<file path="src/rtl/pipe_line_pkg.sv">
// Shared definitions for the 3-stage pipeline control slice.
// Contents:
//   state_e     - stall/handshake sequencer states
//   NopInsn     - encoding loaded into a pipeline register as a bubble (addi x0, x0, 0)
//   RaWDefault  - default register-address width
package pipe_line_pkg;

    typedef enum logic [1:0] {
        StIdle  = 2'd0,
        StWait  = 2'd1,
        StLdUse = 2'd2,
        StErr   = 2'd3
    } state_e;

    localparam logic [31:0] NopInsn    = 32'h0000_0013;
    localparam int unsigned RaWDefault = 5;

endpackage

</file>
<file path="src/rtl/pipe_line_hazard_cmp.sv">
// Load-use hazard comparator (purely combinational).
// Ports:
//   is_load_i            - producing instruction is a load
//   reg_wr_i             - producing instruction writes rd
//   rd_i                 - producing instruction destination register
//   rs1_i, rs2_i         - consuming instruction source registers
//   use_rs1_i, use_rs2_i - consuming instruction actually reads rs1/rs2
//   hazard_o             - consumer needs the loaded value one cycle too early
module pipe_line_hazard_cmp #(
    parameter int unsigned RA_W = 5
) (
    input  logic            is_load_i,
    input  logic            reg_wr_i,
    input  logic [RA_W-1:0] rd_i,
    input  logic [RA_W-1:0] rs1_i,
    input  logic            use_rs1_i,
    input  logic [RA_W-1:0] rs2_i,
    input  logic            use_rs2_i,
    output logic            hazard_o
);

    logic rs1_match;
    logic rs2_match;

    assign rs1_match = use_rs1_i && (rs1_i == rd_i);
    assign rs2_match = use_rs2_i && (rs2_i == rd_i);

    // x0 is hard-wired zero, so a write to it never creates a dependency.
    assign hazard_o = is_load_i && reg_wr_i && (rd_i != '0) && (rs1_match || rs2_match);

endmodule

</file>
<file path="src/rtl/pipe_line_stall_ctrl.sv">
// Hazard and data-memory handshake sequencer for a 3-stage pipeline.
// Ports:
//   clock, reset            - rising-edge clock, asynchronous active-low reset
//   mem_rd_i/mem_wr_i       - memory-stage instruction is a load/store
//   reg_wr_mem_i, rd_mem_i  - memory-stage instruction writes rd
//   rs1/rs2_ex_i, use_*     - execute-stage source registers and their use flags
//   br_taken_ex_i           - execute-stage branch resolved taken
//   dmem_ack_i, dmem_err_i  - memory completion / bus error
//   err_clr_i               - clears err_sticky_o
//   dmem_req_o, dmem_we_o   - access request and write enable
//   stall_front_o           - hold PC and fetch->execute register
//   hold_mem_o              - hold execute->memory register
//   bubble_mem_o            - load NOP into execute->memory register
//   flush_if_o              - replace fetched instruction with NOP
//   trap_o                  - one-cycle pulse on abandoned access
//   err_sticky_o            - sticky bus/timeout error
//   stall_cnt_o             - saturating count of stall_front_o cycles
module pipe_line_stall_ctrl
    import pipe_line_pkg::*;
#(
    parameter int unsigned TIMEOUT = 255,
    parameter int unsigned RA_W    = RaWDefault,
    parameter int unsigned CNT_W   = 32
) (
    input  logic             clock,
    input  logic             reset,
    input  logic             mem_rd_i,
    input  logic             mem_wr_i,
    input  logic             reg_wr_mem_i,
    input  logic [RA_W-1:0]  rd_mem_i,
    input  logic [RA_W-1:0]  rs1_ex_i,
    input  logic [RA_W-1:0]  rs2_ex_i,
    input  logic             use_rs1_ex_i,
    input  logic             use_rs2_ex_i,
    input  logic             br_taken_ex_i,
    input  logic             dmem_ack_i,
    input  logic             dmem_err_i,
    input  logic             err_clr_i,
    output logic             dmem_req_o,
    output logic             dmem_we_o,
    output logic             stall_front_o,
    output logic             hold_mem_o,
    output logic             bubble_mem_o,
    output logic             flush_if_o,
    output logic             trap_o,
    output logic             err_sticky_o,
    output logic [CNT_W-1:0] stall_cnt_o
);

    localparam logic [15:0] TmoLast = 16'(TIMEOUT - 1);

    state_e           state_q, state_d;
    logic [15:0]      tmo_q, tmo_d;
    logic             err_sticky_q, err_sticky_d;
    logic [CNT_W-1:0] stall_cnt_q, stall_cnt_d;

    logic access;
    logic hazard;
    logic done;
    logic req, stall, hold, bubble, trap, err_flush;

    assign access = mem_rd_i | mem_wr_i;
    assign done   = dmem_ack_i & ~dmem_err_i;

    pipe_line_hazard_cmp #(
        .RA_W(RA_W)
    ) u_hazard_cmp (
        .is_load_i (mem_rd_i),
        .reg_wr_i  (reg_wr_mem_i),
        .rd_i      (rd_mem_i),
        .rs1_i     (rs1_ex_i),
        .use_rs1_i (use_rs1_ex_i),
        .rs2_i     (rs2_ex_i),
        .use_rs2_i (use_rs2_ex_i),
        .hazard_o  (hazard)
    );

    // State register.
    always_ff @(posedge clock or negedge reset) begin
        if (!reset) begin
            state_q <= StIdle;
        end else begin
            state_q <= state_d;
        end
    end

    // Next-state logic. Error outranks completion; timeout only when no ack arrived.
    always_comb begin
        state_d = state_q;
        unique case (state_q)
            StIdle: begin
                if (access) begin
                    if (dmem_err_i)       state_d = StErr;
                    else if (!dmem_ack_i) state_d = StWait;
                    else if (hazard)      state_d = StLdUse;
                end
            end
            StWait: begin
                if (dmem_err_i)            state_d = StErr;
                else if (dmem_ack_i)       state_d = hazard ? StLdUse : StIdle;
                else if (tmo_q == TmoLast) state_d = StErr;
            end
            StLdUse: state_d = StIdle;
            StErr:   state_d = StIdle;
            default: state_d = StIdle;
        endcase
    end

    // Output decode, before reset gating.
    always_comb begin
        req       = 1'b0;
        stall     = 1'b0;
        hold      = 1'b0;
        bubble    = 1'b0;
        trap      = 1'b0;
        err_flush = 1'b0;
        unique case (state_q)
            StIdle: begin
                req = access;
                if (access && !dmem_err_i) begin
                    if (!dmem_ack_i) begin
                        stall = 1'b1;
                        hold  = 1'b1;
                    end else if (hazard) begin
                        stall  = 1'b1;
                        bubble = 1'b1;
                    end
                end
            end
            StWait: begin
                // Registered-state decode only: ack never feeds back into req here.
                req = 1'b1;
                if (done) begin
                    if (hazard) begin
                        stall  = 1'b1;
                        bubble = 1'b1;
                    end
                end else begin
                    stall = 1'b1;
                    hold  = 1'b1;
                end
            end
            StLdUse: ;
            StErr: begin
                trap      = 1'b1;
                bubble    = 1'b1;
                err_flush = 1'b1;
            end
            default: ;
        endcase
    end

    // Gate with reset so the request drops as soon as reset asserts, even with access high.
    assign dmem_req_o    = reset & req;
    assign dmem_we_o     = reset & req & mem_wr_i;
    assign stall_front_o = reset & stall;
    assign hold_mem_o    = reset & hold;
    assign bubble_mem_o  = reset & bubble;
    assign trap_o        = reset & trap;
    // A branch held by a stall flushes in the cycle the stall releases.
    assign flush_if_o    = reset & ((br_taken_ex_i & ~stall) | err_flush);
    assign err_sticky_o  = err_sticky_q;
    assign stall_cnt_o   = stall_cnt_q;

    // Timeout counter, error flag and stall counter.
    always_comb begin
        tmo_d = 16'd0;
        if (state_q == StWait && !dmem_ack_i && !dmem_err_i && tmo_q != TmoLast) begin
            tmo_d = tmo_q + 16'd1;
        end

        err_sticky_d = err_sticky_q;
        if (state_q == StErr)  err_sticky_d = 1'b1;
        else if (err_clr_i)    err_sticky_d = 1'b0;

        stall_cnt_d = stall_cnt_q;
        if (stall_front_o && stall_cnt_q != '1) stall_cnt_d = stall_cnt_q + CNT_W'(1);
    end

    always_ff @(posedge clock or negedge reset) begin
        if (!reset) begin
            tmo_q        <= 16'd0;
            err_sticky_q <= 1'b0;
            stall_cnt_q  <= '0;
        end else begin
            tmo_q        <= tmo_d;
            err_sticky_q <= err_sticky_d;
            stall_cnt_q  <= stall_cnt_d;
        end
    end

endmodule

</file>
<file path="config.mk">
export PLATFORM = sky130hd
export DESIGN_NAME = pipe_line_stall_ctrl
export DESIGN_NICKNAME = d
export VERILOG_FILES = /design/src/rtl/pipe_line_pkg.sv /design/src/rtl/pipe_line_hazard_cmp.sv /design/src/rtl/pipe_line_stall_ctrl.sv
export SDC_FILE = /design/constraint.sdc
export NUM_CORES = 1
export LEC_CHECK = 0
export ABC_AREA = 0
export BUFFER_PORTS_ARGS = -buffer_cell sky130_fd_sc_hd__buf_2
export CORE_MARGIN = 2
export CORE_UTILIZATION = 40
export CTS_CLUSTER_SIZE = 20
export DETAILED_ROUTE_END_ITERATION = 16
export PLACE_DENSITY = 0.69
export SLEW_MARGIN = 5
export SYNTH_ARGS = -nofsm -noshare
export SYNTH_HDL_FRONTEND = slang
export SYNTH_HIERARCHICAL = 1
export SYNTH_SLANG_ARGS = --single-unit
export TNS_END_PERCENT = 30
</file>
<file path="constraint.sdc">
create_clock -name clock -period 2 [get_ports clock]
set_input_delay 0.3 -clock clock [delete_from_list [all_inputs] [get_ports clock]]
set_output_delay 0.3 -clock clock [all_outputs]
set_load 0.01 [all_outputs]
</file>
==> results.yml <==
critical_path:
  worst_setup_path_end_kind: "flip-flop"
  critPathKind: "primary input to flip-flop"
  crit_slowest_cell: "nor4b_4"
  cp_slowest_stage_delay_ns: 0.34
  cp_common_cell: "nand3_1"
  worstPathArrival_ns: 2.41
  critPathRequiredTime_ns: 2.22
  crit_chain: "buf_6, xor2_2, nor4_1, nand3_1, a21oi_2, nor3b_2, nor4b_4, a21boi_4, buf_4, buf_12, nand3_1, xnor2_1"
  start_kind: "primary input"
  path_max_fanout: 8
floorplanning:
  num_rows: 29
  fp.dieArea_um2: 7390
  pin_count: 66
  core_um2: 6420
  die_h_um: 86.0
  die_w_um: 86.0
  start_util: 0.418
finish:
  drive_above_1_share: 0.396
  fillCellCount: 540
  area_growth_pct: 38.7
  fin_cells: 446
  n_antenna_cell: 0
  post-route-util: 0.581
  finalInstanceArea_um2: 3730
  seqCellArea_um2: 1280
  fin_nets: 397
  multi_input_area_um2: 1520
drt:
  drt_iter0_markers: 114
  num_vias: 2330
  post_drt_via_cell_ratio: 5.22
  firstDrtPassIters: 4
  wl_per_cell_um: 15.0
  drc: 0
  ant_nets: 0
  drt-total-wl_um: 6690
sta:
  fin_ws_ns: -0.192
  worst_pin_slew_ns: 0.590
  slew_violations: 0
  setup_viol: 21
  slew_headroom: 0.607
  rsz0062_at_grt: "yes"
  final_hold_viol_count: 0
  fin_crit_sh: 1.10
  worst_hold_slack_ns: 0.175
  finClkSkew_ns: 0.0132
  min_period_ns: 2.19
  max_freq_mhz: 456
grt:
  overflow: 0
  first_global_vias: 2362
  grt_usage: 0.182
  antenna_found_initial: 0
  grt_pass1_wl_um: 10800
  grt_start_max_net_pins: 47
logic_synthesis:
  syn_nets: 290
  synth_cells: 261
  syn_area_per_cell_um2: 10.3
  synth.top_cell.area_share: 0.475
  synth-seq-cells: 51
  ys.flop_type: "dfrtp_1"
  ys_seq_area_frac: 0.475
  synth-edff-count: 0
  synth_area_leaders: "dfrtp_1 47%, xnor2_1 10%, xor2_1 7.2%"
  synth_cell_types: 44
  yosysTopAreaCell: "dfrtp_1"
  ys_warn_count: 6
  syn_area_um2: 2690
  synthArstFlopShare: 1.00
clocking:
  clkSlewWorstSetupHoldPaths_ns: 0.11
  cts_buffer_depth: 2
  insertion_delay_ns: 0.31
  cts-root-buf: "clkbuf_8"
  htree_levels: 2
  clkSinkCount: 51
  tritoncts: "built"
  cts_buffers: 5
placed_design:
  placed_cell_area_um2: 3370
  port_buffers: 65
  place_hpwl_um: 4630
  gp_congestion: 0.887
  dp_cells: 431
power:
  finalPower_w: 0.00248
  irDropWorstVdd_uv: 357
  leakage_nw: 1.76
  power_density_nw_per_um2: 666
status:
  status: "finished, violations left"
  violations: "negative setup slack"
run:
  max_cap_viol_count: 0
worst_hold_path:
  hold_class: "primary input to flip-flop"
Yosys cell counts (2+ instances only):
cell type  instances
and3_1             8
xnor2_1           31
nand3b_1           3
mux2_1             2
nand2_1           11
dfrtp_1           51
nor2_1            34
ha_1               3
xor2_1            22
nand3_1           23
nor4_1             4
nor3_1             6
nand2b_1           2
clkbuf_1           2
or4_1              2
inv_1              5
nand4_1           18
and2_1             3
and4_1             6
through the flow:
| step | setup slack [ns] | TNS, ns |
|---|---|---|
| 6_report | -0.192 | -2.04 |
| 5_1_grt | -0.279 | -4.24 |
| 4_1_cts | -0.185 | -1.53 |
| 3_5_place_dp | -0.432 | -10.86 |
| 3_3_place_gp | -0.350 | -8.57 |
| 2_1_floorplan | -0.282 | -4.71 |
area by class of cell:
cell class                      instances  area share
Multi-Input combinational cell        200       0.407
Clock buffer                            5      0.0185
Sequential cell                        51       0.342
Timing Repair Buffer                  104       0.193
Clock inverter                          3     0.00772
Tap cell                               77      0.0258
Inverter                                6     0.00604
layout by cell type (no fill, tap or decap), types with 10 or more instances in the layout:
| cell | netlist | routed |
|---|---|---|
| dfrtp_1 | 51 | 51 |
| nor2_1 | 34 | 31 |
| buf_2 | 1 | 58 |
| buf_4 | 0 | 31 |
| nand3_1 | 23 | 17 |
| xor2_1 | 22 | 19 |
| buf_6 | 0 | 11 |
| xnor2_1 | 31 | 29 |
| nand4_1 | 18 | 18 |
| nand2_1 | 11 | 10 |
sequential cells by signal, indices dropped and copies added, names as in the netlist:
signal	count
stall_cnt_o	32
err_sticky_o	1
tmo_q	16
state_q	2
routing by layer:
layer | wire length (um) | vias to the layer above | track usage
met5 | 0 | - | 0
li1 | - | 1135 | -
met3 | 193 | 4 | 0.0366
met1 | 3050 | 1154 | 0.238
met2 | 3400 | 37 | 0.307
met4 | 48 | 0 | 0.0462
where the power goes:
| group | internal (W) | switching (W) | total (W) |
|---|---|---|---|
| clock network | 0.000260 | 0.000379 | 0.000639 |
| logic | 0.000343 | 0.000351 | 0.000694 |
| registers | 0.00110 | 0.0000512 | 0.00115 |
cell families (layout without fill, tap and decap cells):
| group | after synthesis | after routing | synth area share |
|---|---|---|---|
| adder cells (fa/ha/maj) | 3 | 3 | 0.0140 |
| AO/OA/AOI/OAI | 13 | 13 | 0.0475 |
| AND/OR/NAND/NOR | 129 | 129 | 0.268 |
| multiplexers | 2 | 2 | 0.00838 |
| flip-flops | 51 | 51 | 0.475 |
| XOR/XNOR | 53 | 53 | 0.173 |
| buffers and inverters | 10 | 118 | 0.0144 |
path summary, 6_finish.rpt:
check | startpoint | endpoint | slack [ns] | cells after the start
hold reg to reg | stall_cnt_o[29]$_DFFE_PN0P_ | stall_cnt_o[29]$_DFFE_PN0P_ | 0.51 | 1
setup reg to reg | stall_cnt_o[24]$_DFFE_PN0P_ | stall_cnt_o[1]$_DFFE_PN0P_ | -0.02 | 7
min in group asynchronous | reset | tmo_q[14]$_DFF_PN0_ | 0.29 | 3
max in group asynchronous | reset | tmo_q[6]$_DFF_PN0_ | 1.23 | 3
setup / recovery | rs2_ex_i[1] | stall_cnt_o[9]$_DFFE_PN0P_ | -0.19 | 12
hold / removal | err_clr_i | err_sticky_o$_DFFE_PN0P_ | 0.18 | 2
worst max-delay path, delay by kind of cell:
family,cells,cell delay [ns]
AO/OA/AOI/OAI,2,0.44
XOR/XNOR,2,0.38
buffers and inverters,3,0.35
AND/OR/NAND/NOR,5,0.93
what timing repair did:
item / in CTS / in global routing
gates cloned: 1 / 0
buffers inserted: 0 / 5
pin swaps: 12 / 23
hold buffers: 1 / 0
endpoints found under the hold margin: 5 / 0
endpoints found under the setup margin: 22 / 32
resized for setup: 10 / 31
Power figures use the tool's default switching activity.
